## src/rtl/fir_pkg.sv

```systemverilog
// Shared FIR datapath widths, used by the MAC chain and the output quantizer.
package fir_pkg;

    localparam int unsigned FIR_ACC_WIDTH    = 33;
    localparam int unsigned FIR_OUT_WIDTH    = 16;
    localparam int unsigned FIR_FRAC_BITS    = 15;
    localparam int unsigned FIR_SATCNT_WIDTH = 16;

endpackage

```

## src/rtl/fir_skid_buf.sv

```systemverilog
// Two-entry output skid buffer with a registered upstream ready.
// s_ready_o is low only when both entries are occupied.
module fir_skid_buf #(
    parameter int unsigned WIDTH = 17
) (
    input  logic             clk,
    input  logic             rst,
    input  logic             s_valid_i,
    input  logic [WIDTH-1:0] s_data_i,
    output logic             s_ready_o,
    output logic             m_valid_o,
    output logic [WIDTH-1:0] m_data_o,
    input  logic             m_ready_i
);

    logic [1:0]       count_q, count_d;
    logic [WIDTH-1:0] ent0_q, ent0_d;
    logic [WIDTH-1:0] ent1_q, ent1_d;
    logic             ready_q, ready_d;
    logic             valid_q, valid_d;
    logic             push_c, pop_c;

    // Next-state: entry 0 is always the head; entry 1 only fills when the head is busy.
    always_comb begin
        count_d = count_q;
        ent0_d  = ent0_q;
        ent1_d  = ent1_q;
        push_c  = s_valid_i && ready_q;
        pop_c   = valid_q && m_ready_i;
        unique case ({push_c, pop_c})
            2'b10: begin
                if (count_q == 2'd0) begin
                    ent0_d = s_data_i;
                end else begin
                    ent1_d = s_data_i;
                end
                count_d = count_q + 2'd1;
            end
            2'b01: begin
                ent0_d  = ent1_q;
                count_d = count_q - 2'd1;
            end
            2'b11: begin
                if (count_q == 2'd1) begin
                    ent0_d = s_data_i;
                end else begin
                    ent0_d = ent1_q;
                    ent1_d = s_data_i;
                end
            end
            default: begin
            end
        endcase
        ready_d = (count_d != 2'd2);
        valid_d = (count_d != 2'd0);
    end

    // State register; reset leaves the buffer empty and not ready.
    always_ff @(posedge clk) begin
        if (rst) begin
            count_q <= 2'd0;
            ent0_q  <= '0;
            ent1_q  <= '0;
            ready_q <= 1'b0;
            valid_q <= 1'b0;
        end else begin
            count_q <= count_d;
            ent0_q  <= ent0_d;
            ent1_q  <= ent1_d;
            ready_q <= ready_d;
            valid_q <= valid_d;
        end
    end

    assign s_ready_o = ready_q;
    assign m_valid_o = valid_q;
    assign m_data_o  = ent0_q;

endmodule

```

## src/rtl/fir_out_quant.sv

```systemverilog
// FIR output quantizer: round-half-up by SHIFT bits, saturate to OUT_WIDTH,
// then a 2-entry skid buffer toward the consumer. Tracks saturation events.
// Optional macro FIR_OUT_QUANT_SATCNT_EN adds the sat_count port and counter.
module fir_out_quant
    import fir_pkg::*;
#(
    parameter int unsigned IN_WIDTH  = FIR_ACC_WIDTH,
    parameter int unsigned OUT_WIDTH = FIR_OUT_WIDTH,
    parameter int unsigned SHIFT     = FIR_FRAC_BITS
) (
    input  logic                        clk,
    input  logic                        rst,
    input  logic                        in_valid,
    input  logic signed [IN_WIDTH-1:0]  in_data,
    output logic                        in_ready,
    output logic                        out_valid,
    output logic signed [OUT_WIDTH-1:0] out_data,
    input  logic                        out_ready,
    input  logic                        ovf_clr,
    output logic                        ovf_sticky
`ifdef FIR_OUT_QUANT_SATCNT_EN
    ,
    output logic [FIR_SATCNT_WIDTH-1:0] sat_count
`endif
);

    localparam int unsigned RW = IN_WIDTH + 1;
    localparam int unsigned SW = OUT_WIDTH + 1;
    localparam logic [OUT_WIDTH-1:0] OUT_MAX = {1'b0, {(OUT_WIDTH-1){1'b1}}};
    localparam logic [OUT_WIDTH-1:0] OUT_MIN = {1'b1, {(OUT_WIDTH-1){1'b0}}};

    logic signed [RW-1:0]  ext_c, rnd_c;
    logic signed [RW-1:0]  st1_rnd_q, st1_rnd_d;
    logic                  st1_v_q, st1_v_d;
    logic [RW-OUT_WIDTH:0] hi_c;
    logic                  sat_c;
    logic [OUT_WIDTH-1:0]  qdata_c;
    logic [SW-1:0]         head_c;
    logic                  head_sat_c;
    logic                  xfer_sat_c;
    logic                  ovf_q, ovf_d;

    // One extra bit so adding the rounding half never loses the carry.
    assign ext_c = {in_data[IN_WIDTH-1], in_data};

    generate
        if (SHIFT == 0) begin : g_bypass
            assign rnd_c = ext_c;
        end else begin : g_round
            localparam logic [RW-1:0] HALF = RW'(1) << (SHIFT - 1);
            logic signed [RW-1:0] sum_c;
            assign sum_c = ext_c + $signed(HALF);
            assign rnd_c = sum_c >>> SHIFT;
        end
    endgenerate

    // Stage 1 advances whenever the skid buffer can take its current content.
    always_comb begin
        st1_v_d   = st1_v_q;
        st1_rnd_d = st1_rnd_q;
        if (in_ready) begin
            st1_v_d = in_valid;
            if (in_valid) begin
                st1_rnd_d = rnd_c;
            end
        end
    end

    // Stage 1 register.
    always_ff @(posedge clk) begin
        if (rst) begin
            st1_v_q   <= 1'b0;
            st1_rnd_q <= '0;
        end else begin
            st1_v_q   <= st1_v_d;
            st1_rnd_q <= st1_rnd_d;
        end
    end

    // Saturation: the value fits when every bit above the output sign bit matches it.
    always_comb begin
        hi_c    = st1_rnd_q[RW-1:OUT_WIDTH-1];
        sat_c   = !((&hi_c) || !(|hi_c));
        qdata_c = st1_rnd_q[OUT_WIDTH-1:0];
        if (sat_c) begin
            qdata_c = st1_rnd_q[RW-1] ? OUT_MIN : OUT_MAX;
        end
    end

    fir_skid_buf #(
        .WIDTH(SW)
    ) u_skid (
        .clk      (clk),
        .rst      (rst),
        .s_valid_i(st1_v_q),
        .s_data_i ({sat_c, qdata_c}),
        .s_ready_o(in_ready),
        .m_valid_o(out_valid),
        .m_data_o (head_c),
        .m_ready_i(out_ready)
    );

    assign out_data   = head_c[OUT_WIDTH-1:0];
    assign head_sat_c = head_c[OUT_WIDTH];
    assign xfer_sat_c = out_valid && out_ready && head_sat_c;

    // Sticky overflow: a saturated transfer wins over a same-cycle clear.
    always_comb begin
        ovf_d = ovf_q;
        if (ovf_clr) begin
            ovf_d = 1'b0;
        end
        if (xfer_sat_c) begin
            ovf_d = 1'b1;
        end
    end

    // Sticky overflow register.
    always_ff @(posedge clk) begin
        if (rst) begin
            ovf_q <= 1'b0;
        end else begin
            ovf_q <= ovf_d;
        end
    end

    assign ovf_sticky = ovf_q;

`ifdef FIR_OUT_QUANT_SATCNT_EN
    logic [FIR_SATCNT_WIDTH-1:0] cnt_q, cnt_d;

    // Saturating event counter; clear plus increment in one cycle yields 1.
    always_comb begin
        cnt_d = cnt_q;
        if (ovf_clr) begin
            cnt_d = '0;
        end
        if (xfer_sat_c) begin
            if (ovf_clr) begin
                cnt_d = FIR_SATCNT_WIDTH'(1);
            end else if (cnt_q != '1) begin
                cnt_d = cnt_q + FIR_SATCNT_WIDTH'(1);
            end
        end
    end

    // Counter register.
    always_ff @(posedge clk) begin
        if (rst) begin
            cnt_q <= '0;
        end else begin
            cnt_q <= cnt_d;
        end
    end

    assign sat_count = cnt_q;
`endif

endmodule
```

## config.mk

```make
export PLATFORM = sky130hd
export DESIGN_NAME = fir_out_quant
export DESIGN_NICKNAME = d
export VERILOG_FILES = /design/src/rtl/fir_pkg.sv /design/src/rtl/fir_skid_buf.sv /design/src/rtl/fir_out_quant.sv
export SDC_FILE = /design/constraint.sdc
export NUM_CORES = 1
export LEC_CHECK = 0
export CORE_ASPECT_RATIO = 0.9
export CORE_MARGIN = 2
export CORE_UTILIZATION = 50
export CTS_BUF_LIST = sky130_fd_sc_hd__clkbuf_8
export CTS_CLUSTER_DIAMETER = 200
export DETAILED_ROUTE_END_ITERATION = 12
export GPL_ROUTABILITY_DRIVEN = 1
export MAX_ROUTING_LAYER = met4
export PLACE_DENSITY_LB_ADDON = 0.05
export SYNTH_ARGS = -nofsm -noshare
export SYNTH_HDL_FRONTEND = slang
export SYNTH_HIERARCHICAL = 1
export SYNTH_SLANG_ARGS = --single-unit
export TNS_END_PERCENT = 50
```

## constraint.sdc

```tcl
create_clock -name clk -period 4.03 [get_ports clk]
set_input_delay 0.806 -clock clk [delete_from_list [all_inputs] [get_ports clk]]
set_output_delay 0.806 -clock clk [all_outputs]
set_load 0.02 [all_outputs]
```

==> flow_metrics.tcl <==
set metrics [dict create \
    yosysTopAreaCell "dfxtp_1" \
    whs_ns 0.462 \
    slowest_stage "a22oi_2" \
    cts_buffers 9 \
    ys_warn_count 6 \
    period_share_pct 68.0 \
    fmax_mhz 365 \
    cts_root_buf "clkbuf_8" \
    antenna_found_initial 0 \
    grt_pass1_vias 2554 \
    cts_tree "yes" \
    hold_buffers 0 \
    ctsResizeCount 0 \
    synth_edf_count 0 \
    required_ns 4.27 \
    cp-start-kind "primary input" \
    dp_slack_ns 1.01 \
    ys_types 50 \
    placementRows 27 \
    drtIter0Drc 182 \
    power_mw 1.27 \
    postSynthAreaPerCell_um2 8.62 \
    areaGrowthSynthToFinish_pct 18.3 \
    port_buffers 42 \
    p_per_area_nw_per_um2 341 \
    drive_gt1_share_pct 10.7 \
    synth.area.top_cells "dfxtp_1 37%, a21oi_1 6.8%, o21ai_0 5.6%, a311oi_2 4.3%, o211ai_1 4.0%" \
    hpwl_mm 5.05 \
    htreeDepth 3 \
    syn_area_um2 3150 \
    hp-class "reg2reg" \
    setup_viol 0 \
    cp.arrival_ns 2.98 \
    grt_setup_unrepaired "no" \
    status "completed" \
    synth_common_cells "59 x dfxtp_1, 43 x a21oi_1, 35 x o21ai_0" \
    place.gp.congestion 0.845 \
    grt_overflow_total 0 \
    post-route-min-period_ns 2.74 \
    ys_ff_latch 59 \
    tightest_slew_ns 0.900 \
    synth_cells 366 \
    slew_headroom_pct 40.0 \
    crit_path_end_kind "flop" \
    syn-num-nets 412 \
    final_area_um2 3730 \
    yosysTopAreaCellShare_pct 37.4 \
    crit_path_cell_trace "clkdlybuf4s50_1, and2_1, clkinv_2, ha_1, a22oi_2, nand3_1, a21oi_1" \
    critPathMaxStageDelay_ns 0.66 \
    clk_path_buf_depth 2 \
    dieArea_um2 6960 \
    finClkSkew_ns 0.00755 \
    core_um2 6110 \
    nFillCells 561 \
    slew_violations 0 \
    irDropWorstVdd_v 0.000171 \
    fin_setup_tns_ns 0 \
    place_inst 474 \
    start_util_pct 51.6 \
    path_max_fanout 19 \
    clock-sinks 59 \
    setup_ws_ns 1.29 \
    drt-wirelength-per-cell_um 15.1 \
    clkTransAtPathRegs_ns 0.06 \
    wirelength_mm 7.38 \
    via_per_inst 5.72 \
    cap_viol_max_count 0 \
    drc 0 \
    finalHoldViolCount 0 \
    antenna_left 0 \
    synth_ff_type "dfxtp_1" \
    final_nets 444 \
    final_util_pct 61.0 \
    final_cells 490 \
    grt_pass1_wl_mm 12.5 \
    total_leakage_power_nw 1.25 \
    yosys.cell_count.top_type "dfxtp_1" \
    die_y_um 79.4 \
    num_vias 2803 \
    diodes 0 \
    worstSetupPathType "in2reg" \
    die_width_um 87.7 \
    async_flop_share_pct 0 \
    clk_latency_ns 0.33 \
    ios 57 \
    grt_start_max_net_pins 46 \
    synth-seq-area-share_pct 37.4 \
    dr.pass1.iters 5 \
    place_area_um2 3580 \
    track_usage_pct 23.4 \
    post_cts_buffers 0 \
]
## registers in the layout, summed over array words and instances, names as in the netlist
name	count
ovf_sticky	1
st1_rnd_q	19
st1_v_q	1
u_skid/count_q	2
u_skid/ent1_q	17
u_skid/m_data_o	17
u_skid/m_valid_o	1
u_skid/s_ready_o	1
## worst max-delay path, delay by kind of cell
family	cells	cell delay, ns
buffers and inverters	2	0.70
adders and majority gates	1	0.33
and+or+nand+nor	2	0.31
AOI/OAI and AO/OA	2	0.83
## per-layer routing
layer | routed length, um | global-route usage (%)
met2 | 3420 | 34.2
met4 | 112 | 8.92
met1 | 3460 | 32.8
met5 | 0 | -
met3 | 381 | 3.22
## area by class of cell
| class | instances | area, um^2 | area share [%] |
|---|---|---|---|
| Clock buffer | 9 | 124 | 3.32 |
| Clock inverter | 7 | 30.0 | 0.805 |
| Inverter | 10 | 38.8 | 1.04 |
| Multi-Input combinational cell | 269 | 1780 | 47.7 |
| Sequential cell | 59 | 1180 | 31.7 |
| Tap cell | 87 | 109 | 2.92 |
| Timing Repair Buffer | 49 | 468 | 12.5 |
## cells by family (layout without fill, tap and decap cells)
logic type | count (synthesis) | count (layout) | share of synthesized area (%)
AO/OA/AOI/OAI | 148 | 148 | 32.3
XOR/XNOR | 13 | 13 | 3.61
adder cells (fa/ha/maj) | 8 | 8 | 3.17
buffers and inverters | 38 | 75 | 6.11
flip-flops | 59 | 59 | 37.4
multiplexers | 3 | 3 | 0.992
AND/OR/NAND/NOR | 97 | 97 | 16.3
## cell usage in the layout, fill, tap and decap left out, types with 2 or more instances in the layout
master	instances
a311oi_1	10
buf_4	7
nor2_1	24
or2_2	3
mux2i_1	2
dfxtp_1	59
inv_1	11
xor2_1	5
a21oi_1	43
nand2_1	11
xnor2_1	8
nand4_2	2
o211ai_1	17
o21ai_0	35
o21ai_1	2
nor4_1	4
clkbuf_8	9
a21o_1	10
nand2b_1	4
nand3_1	22
ha_1	8
nor3_1	5
a311oi_2	9
nand4_1	7
and2_1	4
a211oi_1	14
clkinv_1	2
clkdlybuf4s50_1	41
or3_1	3
clkinv_2	4
## power by group
group | internal, mW | total, mW | switching [mW] | leakage, nW
Combinational | 0.0928 | 0.221 | 0.128 | 0.674
Sequential | 0.611 | 0.626 | 0.0149 | 0.482
Clock | 0.210 | 0.426 | 0.215 | 0.0977
Total | 0.914 | 1.27 | 0.358 | 1.25
## path summary, 6_finish.rpt
check / depth (start not counted) / to / slack (ns) / from
setup / recovery: 7 / u_skid/ent1_q[16]$_SDFFE_PP0P_ / 1.29 / out_ready
hold / removal: 2 / st1_rnd_q[1]$_SDFFE_PP0P_ / 0.46 / st1_rnd_q[1]$_SDFFE_PP0P_
setup reg to reg: 6 / u_skid/ent1_q[16]$_SDFFE_PP0P_ / 1.42 / u_skid/s_ready_o$_SDFF_PP0_
hold reg to reg: 2 / st1_rnd_q[1]$_SDFFE_PP0P_ / 0.46 / st1_rnd_q[1]$_SDFFE_PP0P_
(Power assumes the default switching activity.)
